**config.mk**
```make
export PLATFORM = sky130hd
export DESIGN_NAME = countdown_ctrl
export DESIGN_NICKNAME = d
export VERILOG_FILES = /design/src/rtl/countdown_ctrl.sv
export SDC_FILE = /design/constraint.sdc
export NUM_CORES = 1
export LEC_CHECK = 0
export CORE_UTILIZATION = 42
export CTS_BUF_LIST = sky130_fd_sc_hd__clkbuf_4 sky130_fd_sc_hd__clkbuf_8 sky130_fd_sc_hd__clkbuf_16
export DETAILED_ROUTE_END_ITERATION = 6
export PLACE_DENSITY = 0.76
export SLEW_MARGIN = 20
export SYNTH_ARGS = -nofsm -noshare
export SYNTH_HDL_FRONTEND = slang
export SYNTH_SLANG_ARGS = --single-unit
```
**constraint.sdc**
```tcl
create_clock -name i_clk -period 1.6 [get_ports i_clk]
set_input_delay 0.16 -clock i_clk [delete_from_list [all_inputs] [get_ports i_clk]]
set_output_delay 0.16 -clock i_clk [all_outputs]
set_load 0.03 [all_outputs]
```
**src/rtl/countdown_ctrl.sv**
```systemverilog
// ---------------------------------------------------------------------------
// countdown_ctrl
//
// Purpose:
//   This block controls a W-bit synchronous down-counter. It holds the count
//   register, an IDLE/RUN/PAUSE state machine and a tick prescaler. A start
//   command loads a start value. The count then decrements once every
//   PRESCALE enabled cycles. A one-cycle done pulse marks terminal count.
//   When auto-reload is set, the block runs as a periodic timer.
//
// Parameters:
//   W          counter width in bits (>= 2)
//   PRESCALE   clock cycles per decrement (>= 1, 1 = every cycle)
//
// Ports:
//   i_clk       system clock, all state changes on the rising edge
//   i_rst       synchronous active-high reset
//   i_start     load i_load_val and run / restart / resume from pause
//   i_stop      abort to IDLE, count held
//   i_pause     freeze count and prescaler while running
//   i_reload    1 = auto-reload at terminal count, 0 = one-shot
//   i_load_val  start value, sampled on start and on auto-reload
//   o_count     current count (registered)
//   o_busy      1 while in RUN or PAUSE (registered)
//   o_done      one-cycle pulse on terminal count (registered)
//
// Command priority within a cycle: rst > stop > start > pause.
// ---------------------------------------------------------------------------
module countdown_ctrl #(
   parameter int W        = 4,
   parameter int PRESCALE = 4
) (
   input  logic         i_clk,
   input  logic         i_rst,
   input  logic         i_start,
   input  logic         i_stop,
   input  logic         i_pause,
   input  logic         i_reload,
   input  logic [W-1:0] i_load_val,
   output logic [W-1:0] o_count,
   output logic         o_busy,
   output logic         o_done
);

   // The prescaler needs at least one bit, even when PRESCALE == 1.
   localparam int PW = (PRESCALE > 1) ? $clog2(PRESCALE) : 1;
   localparam logic [PW-1:0] PS_LAST = PW'(PRESCALE - 1);

   typedef enum logic [1:0] {
      S_IDLE  = 2'd0,
      S_RUN   = 2'd1,
      S_PAUSE = 2'd2
   } state_t;

   state_t          r_state;
   logic [W-1:0]    r_count;
   logic [PW-1:0]   r_presc;
   logic            r_busy;
   logic            r_done;

   logic            w_tick;       // this edge completes a prescale period
   logic            w_last;       // the next decrement reaches zero
   logic            w_zero_load;  // load value would start a zero-length run
   state_t          w_run_next;   // where RUN goes when it does not abort

   assign w_tick      = (r_presc == PS_LAST);
   assign w_last      = (r_count == W'(1));
   assign w_zero_load = (i_load_val == '0);
   assign w_run_next  = i_pause ? S_PAUSE : S_RUN;

   always_ff @(posedge i_clk) begin
      if (i_rst) begin
         r_state <= S_IDLE;
         r_count <= '0;
         r_presc <= '0;
         r_busy  <= 1'b0;
         r_done  <= 1'b0;
      end else begin
         r_done <= 1'b0;
         case (r_state)
            S_IDLE: begin
               // In IDLE, stop and pause are ignored and the count holds.
               if (i_start) begin
                  if (w_zero_load) begin
                     // Zero-length run: report done at once, never go busy.
                     r_count <= '0;
                     r_done  <= 1'b1;
                  end else begin
                     r_count <= i_load_val;
                     r_presc <= '0;
                     r_state <= S_RUN;
                     r_busy  <= 1'b1;
                  end
               end
            end

            S_RUN: begin
               if (i_stop) begin
                  // Abort. This wins even over a terminal event on the same edge.
                  r_state <= S_IDLE;
                  r_busy  <= 1'b0;
               end else if (i_start) begin
                  r_count <= i_load_val;
                  r_presc <= '0;
               end else if (w_tick) begin
                  r_presc <= '0;
                  if (w_last) begin
                     // Terminal event. This branch intercepts the 1->0 step,
                     // so the count never underflows.
                     r_done <= 1'b1;
                     if (i_reload && !w_zero_load) begin
                        r_count <= i_load_val;
                        r_state <= w_run_next;
                     end else begin
                        // A one-shot end goes to IDLE even if pause is
                        // asserted on the same edge.
                        r_count <= '0;
                        r_state <= S_IDLE;
                        r_busy  <= 1'b0;
                     end
                  end else begin
                     if (r_count != '0) begin
                        r_count <= r_count - W'(1);
                     end
                     r_state <= w_run_next;
                  end
               end else begin
                  r_presc <= r_presc + PW'(1);
                  r_state <= w_run_next;
               end
            end

            S_PAUSE: begin
               // Count and prescaler hold. Resume keeps the prescaler phase.
               if (i_stop) begin
                  r_state <= S_IDLE;
                  r_busy  <= 1'b0;
               end else if (i_start) begin
                  r_state <= S_RUN;
               end
            end

            default: begin
               r_state <= S_IDLE;
               r_busy  <= 1'b0;
            end
         endcase
      end
   end

   assign o_count = r_count;
   assign o_busy  = r_busy;
   assign o_done  = r_done;

endmodule

```
==> results.json <==
{
  "worstSkewPairLatency_ps": 270,
  "cp-start-kind": "flop",
  "grtUsageTotal_pct": 19.9,
  "rrSetupSlack_ps": 50,
  "seq_area_um2": 204,
  "coreArea_um2": 1380,
  "netlist_instances": 75,
  "final_layout_size_suffix_gt1_share_pct": 32.4,
  "critPathSlowestCell": "clkdlybuf4s50_1",
  "grt_max_degree": 13,
  "grt_pass1_vias": 601,
  "multi_input_area_um2": 453,
  "total_power_mw": 0.894,
  "fmax_mhz": 641,
  "cts_buffers": 3,
  "routed_wl_um": 1810,
  "maxCapViolCount": 0,
  "worstMarginPinSlew_ps": 454,
  "synthSimpleGateAreaFrac_pct": 21.6,
  "reg2reg_depth": 5,
  "async_flop_share_pct": 0,
  "setup_viol_count_final": 0,
  "ys_warn_count": 0,
  "final_nets": 123,
  "synth_edf_count": 0,
  "portBuffers": 15,
  "critPathCaptureType": "output port",
  "required_ps": 1440,
  "fp-row-count": 13,
  "arrival_ps": 1400,
  "synth_fa_ha_area_share_pct": 7.56,
  "grt-ovfl-total": 0,
  "firstDrtPassIters": 4,
  "post-dp-hpwl_um": 1250,
  "worst-path-buf-inv": 2,
  "fin_util_pct": 73.8,
  "ys.flop_type": "dfxtp_1",
  "wl_per_cell_um": 14.7,
  "leakagePower_nw": 0.420,
  "status": "complete, no violations",
  "synthMuxAreaShare_pct": 0,
  "crit_fanout": 4,
  "drc": 0,
  "area_delta_synth_final_pct": 54.3,
  "powerDensity_nw_per_um2": 875,
  "gp_congestion": 0.816,
  "num_vias": 757,
  "synth_compound_area_share_pct": 33.1,
  "die_h_um": 41.7,
  "final.min_clock_period_ps": 1560,
  "cp_top_family": "buffers and inverters",
  "cts_num_sinks": 10,
  "ir_drop_mv": 0.438,
  "clk_pin_slew_ps": 70,
  "vias_per_cell": 6.15,
  "die-area_um2": 1740,
  "start_util_pct": 47.9,
  "cts_max_level": 1,
  "hold_class": "reg -> reg",
  "cpPeakStageDelay_ps": 670,
  "skew_ps": 3.87,
  "grt_first_pass_wirelength_um": 2660,
  "avgSynthCellArea_um2": 8.83,
  "worstSetupStartpoint": "o_count[0]",
  "hold_end": "o_done",
  "synth_xor_area_share_pct": 0,
  "fillers": 105,
  "max_slew_margin_pct": 69.6,
  "cts.root.buffer_cell": "clkbuf_4",
  "antenna_left": 0,
  "min_path_cells": 1,
  "clockBufferDepth": 2,
  "ys_seq_area_share_pct": 30.2,
  "cts_tree": "built",
  "syn-num-nets": 89,
  "r2r-end": "r_presc[0]",
  "drt_iter0_drc": 20,
  "die_x_um": 41.7,
  "layout_commonest_cell": "buf_4",
  "synth_top_family_by_area": "compound AO/OA/AOI/OAI gates",
  "synth_cell_types": 37,
  "antenna_found_initial": 0,
  "critPathKind": "reg -> out",
  "synth_seq_cells": 10,
  "finalHoldViolations": 0,
  "slew_violations": 0,
  "crit_chain": "buf_4, clkdlybuf4s50_1",
  "syn_area_um2": 662,
  "antenna-diode-count": 0,
  "ioPinCount": 16,
  "period_share_pct": 97.5,
  "reg2reg_from": "r_state[0]",
  "min_from": "r_state[1]",
  "final_cell_mix": "buf_4, clkdlybuf4s50_1, dfxtp_1"
}
## metal layers
metal	global-route usage (%)	up-vias	part of all wire, %
li1	-	366	-
met1	29.0	354	46
met2	27.8	31	46
met3	6.52	6	7.0
met4	5.81	0	1.6
met5	0	-	0
## worst reg2reg max path, stage by stage, from the launching register on
cell,delay [ps]
dfxtp_1,370
buf_4,130
nor3b_4,240
a31oi_2,90
or4_1,520
a21oi_2,140
## Yosys cell counts (2+ instances only)
| library cell | n | area, um2 |
|---|---|---|
| o32ai_1 | 2 | 17.5 |
| ha_1 | 4 | 50.1 |
| inv_1 | 6 | 22.5 |
| o41ai_1 | 2 | 17.5 |
| or4_1 | 2 | 15.0 |
| dfxtp_1 | 10 | 200 |
| nand2_1 | 2 | 7.51 |
| a21o_1 | 2 | 15.0 |
| nor3_1 | 5 | 25.0 |
| nor2_1 | 5 | 18.8 |
| a211oi_1 | 2 | 15.0 |
| a32oi_1 | 4 | 35.0 |
| a21oi_1 | 5 | 25.0 |
## flip-flops by register name (all words and copies together), names as in the netlist
signal,count
o_count,4
r_presc,2
r_state,2
o_busy,1
o_done,1
## where the power goes
group | switching (mW) | total, mW | internal [mW] | leakage, nW
clock | 0.0956 | 0.234 | 0.138 | 0.0210
combinational | 0.181 | 0.362 | 0.181 | 0.316
sequential | 0.0231 | 0.298 | 0.275 | 0.0830
## cell type report
cell class | instances | share of cell area (%)
tap | 15 | 1.84
sequential | 10 | 20.0
timing repair buffer | 33 | 28.1
inverter | 6 | 2.21
multi-input combinational | 55 | 44.4
clock buffer | 4 | 3.55
## kinds of logic (layout without fill, tap and decap cells)
family          after synthesis  count (layout)
compound gates               28              28
fa+ha+maj                     4               4
flops                        10              10
simple gates                 23              23
buf+inv                      10              43
## per-stage QoR
stage	hold slack (ps)	instances	setup TNS, ps	area, um2	setup slack, ps
global placement	462	117	-1140	931	-172
global route	507	123	-53.0	1020	-32.5
floorplan	324	75	0	669	61.0
detailed placement	490	117	-1450	931	-253
finish	480	123	0	1020	40.4
CTS	499	121	0	972	8.33
## worst max path at each step
stage / end / slack, ps / cells after the start
floorplan: o_count[3] / 60 / 5
global placement: r_presc[0] / -170 / 5
detailed placement: r_presc[0] / -250 / 5
CTS: r_presc[0] / 8 / 5
global route: o_done / -30 / 6
finish: o_count[0] / 40 / 2
## repair_timing
action | 4_1_cts | 5_1_grt
endpoints found under the setup margin | 1 | 6
resized for setup | 2 | 10
pin swaps | 0 | 3
buffers inserted | 0 | 2
hold buffers | 0 | 0
(Power assumes the default switching activity.)
